File: config.mk
export PLATFORM = sky130hd
export DESIGN_NAME = vol_recording_ctrl_pio
export DESIGN_NICKNAME = d
export VERILOG_FILES = /design/src/rtl/vol_recording_ctrl_pio.sv
export SDC_FILE = /design/constraint.sdc
export NUM_CORES = 1
export LEC_CHECK = 0
export CAP_MARGIN = 0
export CORE_ASPECT_RATIO = 2
export CORE_UTILIZATION = 52
export DETAILED_ROUTE_END_ITERATION = 10
export PLACE_DENSITY = 0.86
export SLEW_MARGIN = 15
export SYNTH_ARGS = -nofsm -noshare
export SYNTH_HDL_FRONTEND = slang
export SYNTH_SLANG_ARGS = --single-unit
File: constraint.sdc
create_clock -name clk -period 3.61 [get_ports clk]
set_input_delay 0.5415 -clock clk [delete_from_list [all_inputs] [get_ports clk]]
set_output_delay 0.5415 -clock clk [all_outputs]
set_load 0.05 [all_outputs]
File: src/rtl/vol_recording_ctrl_pio.sv
// -----------------------------------------------------------------------------
// vol_recording_ctrl_pio
//
// Avalon-MM slave (write/output direction) for volume-recording control.
// Gives the host CPU:
//   - a level control register driving out_port,
//   - self-timed trigger pulses of PULSE_CYCLES clocks on pulse_port,
//   - a sticky rising-edge capture of done_in (write-1-to-clear).
//
// Optional feature macro: VOL_RECORDING_CTRL_IRQ_EN
//   When defined, adds the IRQ_MASK register (address 3) and the registered
//   irq output (irq = |(DONE & mask)). When undefined, address 3 reads 0,
//   writes to it are dropped and the irq port does not exist.
//
// Ports:
//   clk         system clock
//   reset       synchronous, active-high reset
//   address     register select (0 DATA, 1 PULSE, 2 DONE, 3 IRQ_MASK)
//   chipselect  slave select (qualifies writes only)
//   write_n     active-low write strobe
//   writedata   write data (only the low WIDTH bits are used)
//   readdata    registered read data, one cycle after address
//   out_port    level control outputs
//   pulse_port  trigger pulses to acquisition logic
//   done_in     recording-done inputs (already synchronous to clk)
//   irq         interrupt (only with VOL_RECORDING_CTRL_IRQ_EN)
// -----------------------------------------------------------------------------
module vol_recording_ctrl_pio #(
  parameter int WIDTH        = 4,
  parameter int PULSE_CYCLES = 8,
  parameter int CNT_W        = 8
) (
  input  logic             clk,
  input  logic             reset,
  input  logic [1:0]       address,
  input  logic             chipselect,
  input  logic             write_n,
  input  logic [31:0]      writedata,
  output logic [31:0]      readdata,
  output logic [WIDTH-1:0] out_port,
  output logic [WIDTH-1:0] pulse_port,
  input  logic [WIDTH-1:0] done_in
`ifdef VOL_RECORDING_CTRL_IRQ_EN
  ,
  output logic             irq
`endif
);

  localparam logic [CNT_W-1:0] LP_PULSE_LOAD = CNT_W'(PULSE_CYCLES);
  localparam logic [CNT_W-1:0] LP_CNT_ONE    = {{(CNT_W-1){1'b0}}, 1'b1};
  localparam logic [CNT_W-1:0] LP_CNT_ZERO   = {CNT_W{1'b0}};

  logic             w_wr;
  logic [WIDTH-1:0] w_wr_data;
  logic [WIDTH-1:0] w_pulse_set;
  logic [WIDTH-1:0] w_done_clr;
  logic [WIDTH-1:0] w_done_edge;
  logic [WIDTH-1:0] w_rd_sel;
  logic             w_unused_bits;

  logic [31:0]      r_readdata;
  logic [WIDTH-1:0] r_data;
  logic [WIDTH-1:0] r_pulse;
  logic [CNT_W-1:0] r_cnt [WIDTH];
  logic [WIDTH-1:0] r_done;
  logic [WIDTH-1:0] r_done_d;
`ifdef VOL_RECORDING_CTRL_IRQ_EN
  logic [WIDTH-1:0] r_mask;
  logic             r_irq;
`endif

  assign w_wr          = chipselect & ~write_n;
  assign w_wr_data     = writedata[WIDTH-1:0];
  assign w_unused_bits = &{1'b0, writedata[31:WIDTH]};
  assign w_done_edge   = done_in & ~r_done_d;

  // Decode write strobes into per-channel pulse launches and DONE clears
  always_comb begin
    w_pulse_set = {WIDTH{1'b0}};
    w_done_clr  = {WIDTH{1'b0}};
    if (w_wr) begin
      case (address)
        2'd1:    w_pulse_set = w_wr_data;
        2'd2:    w_done_clr  = w_wr_data;
        default: begin
          w_pulse_set = {WIDTH{1'b0}};
          w_done_clr  = {WIDTH{1'b0}};
        end
      endcase
    end else begin
      w_pulse_set = {WIDTH{1'b0}};
      w_done_clr  = {WIDTH{1'b0}};
    end
  end

  // Read mux; busy is the registered pulse state, which equals (cnt != 0)
  always_comb begin
    w_rd_sel = {WIDTH{1'b0}};
    case (address)
      2'd0:    w_rd_sel = r_data;
      2'd1:    w_rd_sel = r_pulse;
      2'd2:    w_rd_sel = r_done;
`ifdef VOL_RECORDING_CTRL_IRQ_EN
      2'd3:    w_rd_sel = r_mask;
`else
      2'd3:    w_rd_sel = {WIDTH{1'b0}};
`endif
      default: w_rd_sel = {WIDTH{1'b0}};
    endcase
  end

  // Registered read data, refreshed every cycle regardless of chipselect
  always_ff @(posedge clk) begin
    if (reset) begin
      r_readdata <= 32'd0;
    end else begin
      r_readdata <= {{(32-WIDTH){1'b0}}, w_rd_sel};
    end
  end

  // DATA register driving the level outputs
  always_ff @(posedge clk) begin
    if (reset) begin
      r_data <= {WIDTH{1'b0}};
    end else if (w_wr && (address == 2'd0)) begin
      r_data <= w_wr_data;
    end else begin
      r_data <= r_data;
    end
  end

  // Per-channel pulse timers; a reload while busy extends the pulse seamlessly.
  // The pulse bit is computed from the pre-decrement count so it drops in the
  // same cycle the counter reaches zero.
  always_ff @(posedge clk) begin
    if (reset) begin
      for (int i = 0; i < WIDTH; i++) begin
        r_cnt[i] <= LP_CNT_ZERO;
      end
      r_pulse <= {WIDTH{1'b0}};
    end else begin
      for (int i = 0; i < WIDTH; i++) begin
        if (w_pulse_set[i]) begin
          r_cnt[i]   <= LP_PULSE_LOAD;
          r_pulse[i] <= 1'b1;
        end else if (r_cnt[i] != LP_CNT_ZERO) begin
          r_cnt[i]   <= r_cnt[i] - LP_CNT_ONE;
          r_pulse[i] <= (r_cnt[i] != LP_CNT_ONE);
        end else begin
          r_cnt[i]   <= LP_CNT_ZERO;
          r_pulse[i] <= 1'b0;
        end
      end
    end
  end

  // Sticky done capture: new edges win over a simultaneous clear
  always_ff @(posedge clk) begin
    if (reset) begin
      r_done_d <= {WIDTH{1'b0}};
      r_done   <= {WIDTH{1'b0}};
    end else begin
      r_done_d <= done_in;
      r_done   <= (r_done & ~w_done_clr) | w_done_edge;
    end
  end

`ifdef VOL_RECORDING_CTRL_IRQ_EN
  // Interrupt mask register and registered interrupt (lags DONE by one cycle)
  always_ff @(posedge clk) begin
    if (reset) begin
      r_mask <= {WIDTH{1'b0}};
      r_irq  <= 1'b0;
    end else begin
      if (w_wr && (address == 2'd3)) begin
        r_mask <= w_wr_data;
      end else begin
        r_mask <= r_mask;
      end
      r_irq <= |(r_done & r_mask);
    end
  end

  assign irq = r_irq;
`endif

  assign readdata   = r_readdata;
  assign out_port   = r_data;
  assign pulse_port = r_pulse;

endmodule
==> flow_results.org <==
** Clock tree
- Buffers added to address setup during post-CTS repair amount to 0.
- TritonCTS clock tree :: built
- Root Driver :: clkbuf_8
- After clock tree synthesis, the clock-pin slew on the worst setup and hold paths is 0.09 ns.
- Post-CTS repair changed the size of 0 cells.
- Clock H-tree levels :: 2
- After clock tree synthesis, the flow added hold-fix buffers numbering 0.
- No sink is reached through more buffers than the 2 on the longest clock path.
- Clk_lat worst skew :: 0.31 ns
- Num CTS Buffers :: 5
- Clock tree synthesis found a total of 52 sinks.

** Timing
- Clock skew on the completed layout was measured at 0.00279 ns.
- Hold timing on the final database bottoms out at a slack of 0.457 ns.
- Relative slew margins :: 0.499
- Crit share post-route :: 0.582
- Maximum achievable frequency :: 476 MHz
- The total count of max-transition violations in the final report came to 0.
- Worst Tran Pin Value :: 0.750 ns
- Unrepaired setup endpoints after global routing :: no
- Fin Setup TNS :: 0 ns
- Setup slack after layout :: 1.51 ns
- Time the final worst path needs with I/O delays and setup :: 2.10 ns
- Total count of hold-check failures in the final report :: 0
- Total setup violations reported at the end of the flow :: 0

** Routing
- For this block, the via count after detailed routing is 2088.
- Routed length per placed instance :: 13.1 um
- Drt first pass iters :: 4
- Via-per-instance ratio :: 5.33
- In this run the remaining antenna-violating nets after routing total 0.
- Number of violations reported at the end of detailed-routing iteration 0 :: 43
- The final layout contains routed wiring with a total length of 5130 um.
- Number of remaining DRC errors :: 0

** Layout
- Ant diodes :: 0
- Final std cell area, no fill :: 3280 um^2
- Of the cells placed in the final design, the portion with a size suffix greater than 1 is 0.0569.
- The finished layout holds 392 standard cells, fillers aside.
- Fill count :: 456
- Final core utilization :: 0.627
- Final #Nets :: 387
- Area growth syn-to-layout :: 14.5%

** Logic synthesis
- Post-Syn Area :: 2860 um^2
- Unique masters post-synth :: 36
- After synthesis, the share of flip-flops with an asynchronous set or reset is 0.
- Most used standard cells in the synthesized netlist :: edfxtp_1 (32), buf_4 (30), nor3_1 (21)
- Per-instance average area after synthesis :: 10.5 um^2
- Most used flip-flop cell after synthesis :: edfxtp_1
- In the post-synthesis netlist, the cell with the most instances is edfxtp_1.
- Sorting the synthesized cells by area gives the leading types as edfxtp_1 (34%), dfxtp_1 (14%), buf_4 (7.9%).
- Cells after synthesis :: 273
- Library cell with the largest summed area after synthesis :: edfxtp_1
- Total number of yosys warnings :: 0
- Synth top area share :: 0.336
- In this run, synthesis inferred 32 flip-flops with an integrated enable.
- Of the synthesized area, sequential elements account for 0.475.
- After synthesis the netlist holds a flip-flop and latch count of 52.

** Worst setup path
- Data arrival time at the worst-slack endpoint :: 2.14 ns
- Highest net fanout along the worst path :: 6
- The number of cells on the worst reg-to-reg path is 3.
- In this design, the stage delay of the slowest critical-path cell is 0.64 ns.
- Traced cell by cell, the critical path runs through or4_4 -> nor3b_1 -> o31ai_1.
- The critical path runs through a total of 3 cells.
- Among cell families on the critical path, the largest total delay comes from simple AND/OR/NAND/NOR gates.
- In this run the register-to-register setup slack is 1.51 ns.
- STA puts the critical path data required time at 3.65 ns.
- Buffers and inverters on the worst path :: 0
- STA classifies the critical path endpoint as a register.
- Class of the most critical setup path :: reg2reg
- Cell with the largest stage delay on the worst path :: nor3b_1
- Critical path startpoint category :: register

** Pwr
- Sequential Power Share :: 0.543
- Combinational fraction of design power :: 0.195
- Overall power consumption after layout is estimated at 1.33 mW.
- In this run the static leakage power is 1.26 nW.
- VDD sags by at most 267 uV.
- Net Switching :: 0.401 mW
- Share of total power consumed by net switching :: 0.302
- PwrDens :: 404 nW/um^2
- Clock network power share :: 0.263
- Total internal power :: 0.925 mW

** Placed design
- Summing all placed instances gives a cell area of 3190 um^2.
- The congestion estimate from routability-driven global placement came to 0.787.
- Hpwl dp :: 3880 um
- Count of input and output buffers :: 25
- Prior to clock tree synthesis, the placed netlist has a worst setup slack of 1.23 ns.
- Placed instance count :: 384

** Die
- Initial core utilization :: 0.547
- Horiz. Die Dim :: 54.5 um
- The floorplan step defined a core boundary enclosing 5230 um^2.
- Floorplan die height :: 107 um
- In this run the core area contains 37 standard-cell rows.
- I/O pin count :: 82
- Area enclosed by the die boundary :: 5830 um^2

** GRT
- Maximum number of pins on one net before global-route repair :: 26
- The first global-routing pass estimated 8310 um of wire.
- The initial antenna violation count came to 0.
- Vias in the first global route :: 1970
- For this run the aggregate overflow at the end of global routing stands at 0.
- Overall global routing resource usage :: 0.196

** Outcome
- The run finished with clean final reports.

** Job
- The tool flagged a number of max-cap violations equal to 0.

** Min path
- Counting instances, the worst hold path has a depth of 2.
- Worst hold path type :: reg2reg
## worst reg2reg max path, cell delays in order, from the launching register on
cell	delay [ns]
edfxtp_1	0.45
or4_4	0.58
nor3b_1	0.64
o31ai_1	0.16
## cell type report
class	instances	area [um^2]	area share
Clock buffer	7	86.3	0.0263
Tap cell	58	72.6	0.0221
Inverter	17	63.8	0.0195
Multi-Input combinational cell	230	1420	0.434
Timing Repair Buffer	27	265	0.0809
Sequential cell	52	1360	0.415
Clock inverter	1	6.26	0.00191
## worst paths after layout
kind                 startpoint          end
setup / recovery    r_cnt[3][3]  r_cnt[3][3]
hold / removal    pulse_port[3]  readdata[3]
setup reg to reg    r_cnt[3][3]  r_cnt[3][3]
hold reg to reg   pulse_port[3]  readdata[3]
## flip-flops by register name, indices dropped and copies added (netlist names)
signal and count:
r_cnt 32, out_port 4, pulse_port 4, r_done 4, r_done_d 4, readdata 4
## logic make-up after synthesis
| group | Yosys count | synth area share |
|---|---|---|
| compound gates | 46 | 0.102 |
| buf+inv | 49 | 0.104 |
| fa+ha+maj | 12 | 0.0524 |
| mux | 8 | 0.0280 |
| simple gates | 93 | 0.202 |
| other cells | 2 | 0.00262 |
| flops | 52 | 0.475 |
| xor+xnor | 11 | 0.0336 |
## routing by layer
metal	vias up	GRT usage	wire length, um
li1	1030	-	-
met1	990	0.208	1980
met2	56	0.340	2810
met3	12	0.0426	190
met4	0	0.101	142
met5	-	0	0
## cells in the final DEF (no fill, tap or decap), drive strengths merged, types with 3 or more instances in the layout
| cell type | n |
|---|---|
| o31ai | 5 |
| or2 | 4 |
| or3 | 9 |
| ha | 12 |
| a211oi | 6 |
| nor4 | 5 |
| nor3b | 4 |
| dfxtp | 20 |
| inv | 18 |
| clkbuf | 7 |
| conb | 60 |
| edfxtp | 32 |
| a32o | 4 |
| o21ai | 11 |
| xnor2 | 10 |
| a21o | 4 |
| nand3 | 3 |
| or4 | 13 |
| nor3 | 21 |
| a21oi | 14 |
| nand2 | 12 |
| mux2i | 8 |
| clkdlybuf4s50 | 25 |
| nor2 | 8 |
| nor2b | 6 |
## power groups by stage
stage	combinational, mW	sequential (mW)	clock, mW
2_1_floorplan	0.205	0.743	0
3_3_place_gp	0.249	0.729	0
3_5_place_dp	0.256	0.732	0
4_1_cts	0.258	0.719	0.354
5_1_grt	0.282	0.726	0.382
6_report	0.258	0.719	0.348
Note: power is estimated with default switching activity, not from simulation.
